**src/rtl/rom_rdr_pkg.sv**
```systemverilog
// Shared types and constants for the ROM stream reader.
// Latency: n/a (declarations only).
// Backpressure: n/a.
package rom_rdr_pkg;

    typedef enum logic [1:0] {
        IDLE,
        RUN,
        DRAIN
    } state_t;

    // Reads in flight: one in the rom_en register, one in the ROM output register.
    localparam int MAX_INFLIGHT = 2;
    localparam int INFLIGHT_W   = $clog2(MAX_INFLIGHT + 1);

endpackage

```
**src/rtl/rom_rdr_fifo.sv**
```systemverilog
// Synchronous FIFO with occupancy count; head word is visible combinationally on rd_dat.
// Latency: a word written at edge N is readable after edge N.
// Backpressure: writes when full are dropped unless a read happens in the same cycle.
module rom_rdr_fifo #(
    parameter int DEPTH = 4,
    parameter int WIDTH = 17,
    parameter int CNT_W = $clog2(DEPTH + 1)
) (
    input  logic             clk,
    input  logic             rst,
    input  logic             wr_en,
    input  logic [WIDTH-1:0] wr_dat,
    input  logic             rd_en,
    output logic [WIDTH-1:0] rd_dat,
    output logic [CNT_W-1:0] cnt
);

    localparam int PTR_W = (DEPTH > 1) ? $clog2(DEPTH) : 1;

    logic [WIDTH-1:0] mem [DEPTH];
    logic [PTR_W-1:0] wr_ptr;
    logic [PTR_W-1:0] rd_ptr;
    logic             do_wr;
    logic             do_rd;

    function automatic logic [PTR_W-1:0] ptr_inc(input logic [PTR_W-1:0] p);
        return (p == PTR_W'(DEPTH - 1)) ? '0 : p + PTR_W'(1);
    endfunction

    assign do_rd  = rd_en && (cnt != '0);
    assign do_wr  = wr_en && ((cnt != CNT_W'(DEPTH)) || do_rd);
    assign rd_dat = mem[rd_ptr];

    // Pointers and occupancy; these alone define which slots hold live data.
    always_ff @(posedge clk or posedge rst) begin
        if (rst) begin
            wr_ptr <= '0;
            rd_ptr <= '0;
            cnt    <= '0;
        end else begin
            if (do_wr) wr_ptr <= ptr_inc(wr_ptr);
            if (do_rd) rd_ptr <= ptr_inc(rd_ptr);
            case ({do_wr, do_rd})
                2'b10:   cnt <= cnt + CNT_W'(1);
                2'b01:   cnt <= cnt - CNT_W'(1);
                default: cnt <= cnt;
            endcase
        end
    end

    // Storage needs no reset: slots are only read once the count covers them.
    always_ff @(posedge clk) begin
        if (do_wr) mem[wr_ptr] <= wr_dat;
    end

endmodule

```
**src/rtl/rom_stream_reader.sv**
```systemverilog
// Burst sequencer for a registered-read ROM, presenting the words as a valid/ready stream (optional checksum: ROM_RDR_CHECKSUM_EN).
// Latency: start at edge E0 -> rom_en after E0 -> word in output FIFO and m_valid after E2; 1 word/cycle sustained.
// Backpressure: reads issue only while FIFO count plus reads in flight is below FIFO_DEPTH, so no word is ever dropped.
module rom_stream_reader
    import rom_rdr_pkg::*;
#(
    parameter int ADDR_W     = 3,
    parameter int DATA_W     = 16,
    parameter int LEN_W      = 4,
    parameter int FIFO_DEPTH = 4
) (
    input  logic              clk,
    input  logic              rst,
    input  logic              start,
    input  logic [ADDR_W-1:0] start_addr,
    input  logic [LEN_W-1:0]  len,
    output logic              busy,
    output logic              done,
    output logic              rom_en,
    output logic [ADDR_W-1:0] rom_addr,
    input  logic [DATA_W-1:0] rom_data,
    output logic              m_valid,
    input  logic              m_ready,
    output logic [DATA_W-1:0] m_data,
    output logic              m_last
`ifdef ROM_RDR_CHECKSUM_EN
    ,
    output logic [DATA_W-1:0] checksum
`endif
);

    localparam int              CNT_W   = $clog2(FIFO_DEPTH + 1);
    localparam logic [LEN_W-1:0] MAX_LEN = LEN_W'(2 ** ADDR_W);

    state_t                  state;
    state_t                  state_nxt;
    logic                    done_nxt;
    logic                    issue;
    logic                    issue_last;
    logic                    accept;
    logic [LEN_W-1:0]        len_eff;
    logic [LEN_W-1:0]        remaining;
    logic [ADDR_W-1:0]       next_addr;
    logic                    en_last;
    logic                    rd_vld;
    logic                    rd_last;
    logic [INFLIGHT_W-1:0]   inflight;
    logic                    room;
    logic                    pop;
    logic                    drained;
    logic [CNT_W-1:0]        fifo_cnt;
    logic [DATA_W:0]         fifo_head;

    assign len_eff  = (len > MAX_LEN) ? MAX_LEN : len;
    assign inflight = INFLIGHT_W'(rom_en) + INFLIGHT_W'(rd_vld);
    assign room     = (int'(fifo_cnt) + int'(inflight)) < FIFO_DEPTH;
    assign m_valid  = (fifo_cnt != '0);
    assign pop      = m_valid && m_ready;
    assign m_data   = m_valid ? fifo_head[DATA_W-1:0] : '0;
    assign m_last   = m_valid && fifo_head[DATA_W];
    assign busy     = (state != IDLE);
    assign drained  = (inflight == '0) &&
                      ((fifo_cnt == '0) || ((fifo_cnt == CNT_W'(1)) && pop));

    // State and done pulse registers.
    always_ff @(posedge clk or posedge rst) begin
        if (rst) begin
            state <= IDLE;
            done  <= 1'b0;
        end else begin
            state <= state_nxt;
            done  <= done_nxt;
        end
    end

    // Next state, read issue decision and completion detection.
    always_comb begin
        state_nxt  = state;
        done_nxt   = 1'b0;
        issue      = 1'b0;
        issue_last = 1'b0;
        accept     = 1'b0;
        case (state)
            IDLE: begin
                if (start) begin
                    accept = 1'b1;
                    if (len_eff == '0) begin
                        done_nxt = 1'b1;
                    end else begin
                        issue      = 1'b1;
                        issue_last = (len_eff == LEN_W'(1));
                        state_nxt  = issue_last ? DRAIN : RUN;
                    end
                end
            end
            RUN: begin
                if ((remaining != '0) && room) begin
                    issue      = 1'b1;
                    issue_last = (remaining == LEN_W'(1));
                    if (issue_last) state_nxt = DRAIN;
                end
            end
            DRAIN: begin
                if (drained) begin
                    done_nxt  = 1'b1;
                    state_nxt = IDLE;
                end
            end
            default: state_nxt = IDLE;
        endcase
    end

    // Read pipe: rom_en/addr out, then a valid+last shadow of the ROM register stage.
    always_ff @(posedge clk or posedge rst) begin
        if (rst) begin
            rom_en    <= 1'b0;
            rom_addr  <= '0;
            next_addr <= '0;
            remaining <= '0;
            en_last   <= 1'b0;
            rd_vld    <= 1'b0;
            rd_last   <= 1'b0;
        end else begin
            rom_en  <= issue;
            en_last <= issue_last;
            rd_vld  <= rom_en;
            rd_last <= en_last;
            if (issue) begin
                if (state == IDLE) begin
                    rom_addr  <= start_addr;
                    next_addr <= start_addr + ADDR_W'(1);
                    remaining <= len_eff - LEN_W'(1);
                end else begin
                    rom_addr  <= next_addr;
                    next_addr <= next_addr + ADDR_W'(1);
                    remaining <= remaining - LEN_W'(1);
                end
            end
        end
    end

    rom_rdr_fifo #(
        .DEPTH (FIFO_DEPTH),
        .WIDTH (DATA_W + 1),
        .CNT_W (CNT_W)
    ) u_fifo (
        .clk    (clk),
        .rst    (rst),
        .wr_en  (rd_vld),
        .wr_dat ({rd_last, rom_data}),
        .rd_en  (pop),
        .rd_dat (fifo_head),
        .cnt    (fifo_cnt)
    );

`ifdef ROM_RDR_CHECKSUM_EN
    // Running XOR of words handed downstream; cleared when a new command is taken.
    always_ff @(posedge clk or posedge rst) begin
        if (rst) begin
            checksum <= '0;
        end else if (accept) begin
            checksum <= '0;
        end else if (pop) begin
            checksum <= checksum ^ fifo_head[DATA_W-1:0];
        end
    end
`endif

endmodule

```
**config.mk**
```make
export PLATFORM = sky130hd
export DESIGN_NAME = rom_stream_reader
export DESIGN_NICKNAME = d
export VERILOG_FILES = /design/src/rtl/rom_rdr_pkg.sv /design/src/rtl/rom_rdr_fifo.sv /design/src/rtl/rom_stream_reader.sv
export SDC_FILE = /design/constraint.sdc
export NUM_CORES = 1
export LEC_CHECK = 0
export BUFFER_PORTS_ARGS = -buffer_cell sky130_fd_sc_hd__buf_2
export CORE_ASPECT_RATIO = 1.2
export CORE_MARGIN = 2
export CORE_UTILIZATION = 50
export CTS_BUF_LIST = sky130_fd_sc_hd__clkbuf_8
export CTS_CLUSTER_SIZE = 8
export DETAILED_ROUTE_END_ITERATION = 8
export PLACE_DENSITY = 0.7
export SETUP_SLACK_MARGIN = 0.2
export SLEW_MARGIN = 20
export SYNTH_ARGS = -nofsm -noshare
export SYNTH_HDL_FRONTEND = slang
export SYNTH_SLANG_ARGS = --single-unit
```
**constraint.sdc**
```tcl
create_clock -name clk -period 2.2 [get_ports clk]
set_input_delay 0.44 -clock clk [delete_from_list [all_inputs] [get_ports clk]]
set_output_delay 0.44 -clock clk [all_outputs]
set_load 0.01 [all_outputs]
```
==> run summary <==
## Detailed routing
• **routed wire length on met2** 4.147 mm
• **DR pass1 iterations** 4
• **post-route met1 wirelength** 3.163 mm
• **per-cell via count in the routed design** 5.509
• **total met3 wirelength after detailed routing** 289 µm
• **detailed-route wire length per cell** 17.80 µm
• **total via count after detailed routing** 2,391
• **uppermost layer routed** met4
• **violation count after the first detailed-route iteration** 102
• **detailed-route DRC error count** 0
• **final WL** 7.725 mm
• **count of nets left with antenna violations after detail routing** 0

## Timing
• **RSZ-0062 raised after global routing** yes
• **Pins Over Slew Limit** 0
• **maximum operating frequency** 456.0 MHz
• **Final Skew** 0.01197 ns
• **Final setup viols** 0
• **shortest period the worst path allows** 2.193 ns
• **worst slew slack as a fraction of its limit** 72.82%
• **Worst Tran Pin Value** 0.3974 ns
• **share of the clock period used by the worst path** 99.67%
• **Hold Fails Final Rpt** 0

## Status
• **status** complete, no violations

## Synth
• **Synth Area in Adders** 5.484%
• **number of enable flip-flop cells after synthesis** 68
• **multiplexer share of the synthesized area** 12.71%
• **Yosys Warn Count** 0
• **post-synthesis sequential area ratio** 64.35%
• **largest family of logic cells by synthesized area** multiplexers
• **post-synthesis async set-or-reset flop share** 26.09%
• **post-synthesis instance area** 4106 µm²
• **Avg Cell Area, Syn** 16.17 µm²
• **fraction of the mapped netlist area in compound gates** 4.327%
• **most used flip-flop cell after synthesis** sky130_fd_sc_hd__edfxtp_1
• **#FFs+latches synth** 92
• **area share of xor/xnor cells in the synthesized design** 0.8531%
• **synthesized net count** 299
• **number of distinct library cell variants in the gate-level netlist after synthesis** 52
• **share of synthesized cell area in and, or, nand and nor gates** 9.324%
• **cell count after synthesis** 254

## Floorplanning
• **Die Width** 86.73 µm
• **number of core rows** 36
• **starting density of the core** 50.93%
• **area of the die** 8957 µm²
• **vertical die dimension** 103.3 µm
• **area of the core** 8063 µm²
• **total I/O pin count** 51

## CTS
• **clock sink total** 92
• **clock insertion delay at the later pin of the skew report** 0.36 ns
• **number of buffers inserted for hold repair after clock tree synthesis** 0
• **TritonCTS clock tree** yes
• **H-Tree Level Count** 3
• **CTS buffer count** 9
• **Clock Path Buffers** 2
• **post-CTS clock slew at the launch and capture registers of the worst setup and hold paths** 0.09 ns
• **cell at the root of the clock tree** sky130_fd_sc_hd__clkbuf_8

## Layout
• **commonest cells after routing, fill and taps aside** sky130_fd_sc_hd__edfxtp_1, sky130_fd_sc_hd__buf_2, sky130_fd_sc_hd__dfrtp_1
• **flip-flop and latch area** 2648 µm²
• **antenna diode count** 0
• **post-synthesis to final-layout area growth** 23.07%
• **most common library cell in the layout ignoring fill and taps** sky130_fd_sc_hd__edfxtp_1
• **Post-Route Utilization** 62.68%
• **Multi-input gate area** 1455 µm²
• **summed area of non-filler cells in the final layout** 5054 µm²
• **fraction of final layout cells with drive strength greater than 1** 44.54%
• **number of nets in the layout** 379
• **layout filler cell count** 598

## Placement
• **Cell Area, Placed** 4607 µm²
• **Port Buf Inserts** 50
• **detailed-placement wirelength estimate** 5.093 mm
• **final weighted congestion in routability-driven placement** 0.7842

## Power
• **internal cell power** 4.866 mW
• **Worst VDD drop** 0.8088 mV
• **cell leakage power** 1.990 nW
• **power per cell area** 1459 nW/µm²
• **Power, Total** 7.373 mW
• **Clk network pwr share** 13.8%
• **sequential share of power** 35.5%
• **net switching fraction of the power** 34.00%
• **net switching component of the power** 2.507 mW
• **Comb power frac** 50.7%

## Global route
• **via count of the first global-routing pass** 2,541
• **GRT Util Overall** 18.51%
• **total global routing overflow** 0
• **initial antenna violation count** 0
• **largest net degree at the start of global routing** 25
• **global-route wire length before repair** 12.48 mm

## Critical path
• **critical path launch point type** register
• **top fanout value on the critical path** 8
• **Setup CP Type** reg -> out
• **CP arrival** 1.75 ns
• **worst endpoint required time** 1.76 ns
• **crit end category** output port

## Worst hold path
• **classification of the worst-slack hold path** in -> async

## Job
• **max_cap viols** 0

## what timing repair did
action                                  4_1_cts  5_1_grt
pin swaps                                    16        8
gates resized for setup                      19       24
endpoints found under the setup margin       28       29
buffers inserted                              8        0
cloned                                        2        0
## layer usage
layer | vias up | track usage [%]
met1 | 1191 | 22.20
met3 | 10 | 3.175
li1 | 1125 | -
met5 | - | 0
met4 | 0 | 7.212
met2 | 65 | 33.37
## cell usage after synthesis (3+ instances only)
library cell               count  area share (%)
sky130_fd_sc_hd__nand2_1       5            0.46
sky130_fd_sc_hd__and3_1        4            0.61
sky130_fd_sc_hd__nand2b_1      3            0.46
sky130_fd_sc_hd__edfxtp_1     68              50
sky130_fd_sc_hd__ha_1         18             5.5
sky130_fd_sc_hd__dfrtp_1      24              15
sky130_fd_sc_hd__mux2_2        3            0.82
sky130_fd_sc_hd__xnor2_1       3            0.64
sky130_fd_sc_hd__nand4_1       3            0.46
sky130_fd_sc_hd__mux2i_1       3            0.73
sky130_fd_sc_hd__o21ai_0       4            0.49
sky130_fd_sc_hd__mux4_2       17             9.3
sky130_fd_sc_hd__and2_1       18             2.7
sky130_fd_sc_hd__inv_1        18             1.6
sky130_fd_sc_hd__nor2_1        7            0.64
sky130_fd_sc_hd__nor3_1        4            0.49
sky130_fd_sc_hd__mux2_4        5             1.8
sky130_fd_sc_hd__a21oi_1       7            0.85
## cells by family after synthesis
kind of cell	Yosys count
buffers and inverters	25
adders and majority gates	18
DFF	92
AOI/OAI and AO/OA	25
xor gates and xnor gates	4
muxes	28
and+or+nand+nor	62
## flip-flops by register name, indices dropped and copies added, names as in the netlist
register,cells
done,1
en_last,1
next_addr,3
rd_last,1
rd_vld,1
remaining,4
rom_addr,3
rom_en,1
state,2
u_fifo.cnt,3
u_fifo.mem,68
u_fifo.rd_ptr,2
u_fifo.wr_ptr,2
## per-stage QoR
step	setup TNS, ns	cells	setup slack (ns)	hold slack [ns]
after floorplan	0	254	0.2132	0.3312
after global placement	0	408	0.08662	0.3364
after detailed placement	0	408	0.06729	0.3464
after CTS	-0.01167	434	-0.004755	0.1185
after global routing	-0.5580	434	-0.05346	0.1374
final	0	434	0.007255	0.1137
## path summary, 6_finish.rpt
kind | start | to | slack (ns) | cells past startpoint
setup / recovery | u_fifo.rd_ptr[0] | m_data[2] | 0.007 | 5
hold / removal | rst | remaining[2] | 0.11 | 3
hold reg to reg | en_last | rd_last | 0.37 | 0
setup reg to reg | rom_en | next_addr[1] | 0.26 | 6
min in group clk | rom_data[7] | u_fifo.mem[2][7] | 0.29 | 1
max in group asynchronous | rst | state[1] | 1.81 | 3
## power groups by stage
stage               clock network, mW  registers, mW  logic (mW)
detailed placement                  0           2.67        2.97
global placement                    0           2.65        2.91
finish                           1.02           2.62        3.74
floorplan                           0           2.61        2.08
CTS                              1.04           2.62        3.44
global route                     1.10           2.66        4.09
## worst max-delay path, stage by stage, from the launching register on
cell	delay, ns
sky130_fd_sc_hd__dfrtp_2	0.38
sky130_fd_sc_hd__buf_6	0.11
sky130_fd_sc_hd__buf_12	0.13
sky130_fd_sc_hd__mux4_2	0.50
sky130_fd_sc_hd__and2_4	0.16
sky130_fd_sc_hd__buf_6	0.11
## final cells by class
type	instances	share of cell area, %
inverter	18	1.337
sequential	92	52.39
timing repair buffer	75	11.71
clock inverter	7	0.9656
multi-input combinational	138	28.79
clock buffer	9	2.451
tap	95	2.352
(Power assumes the default switching activity.)
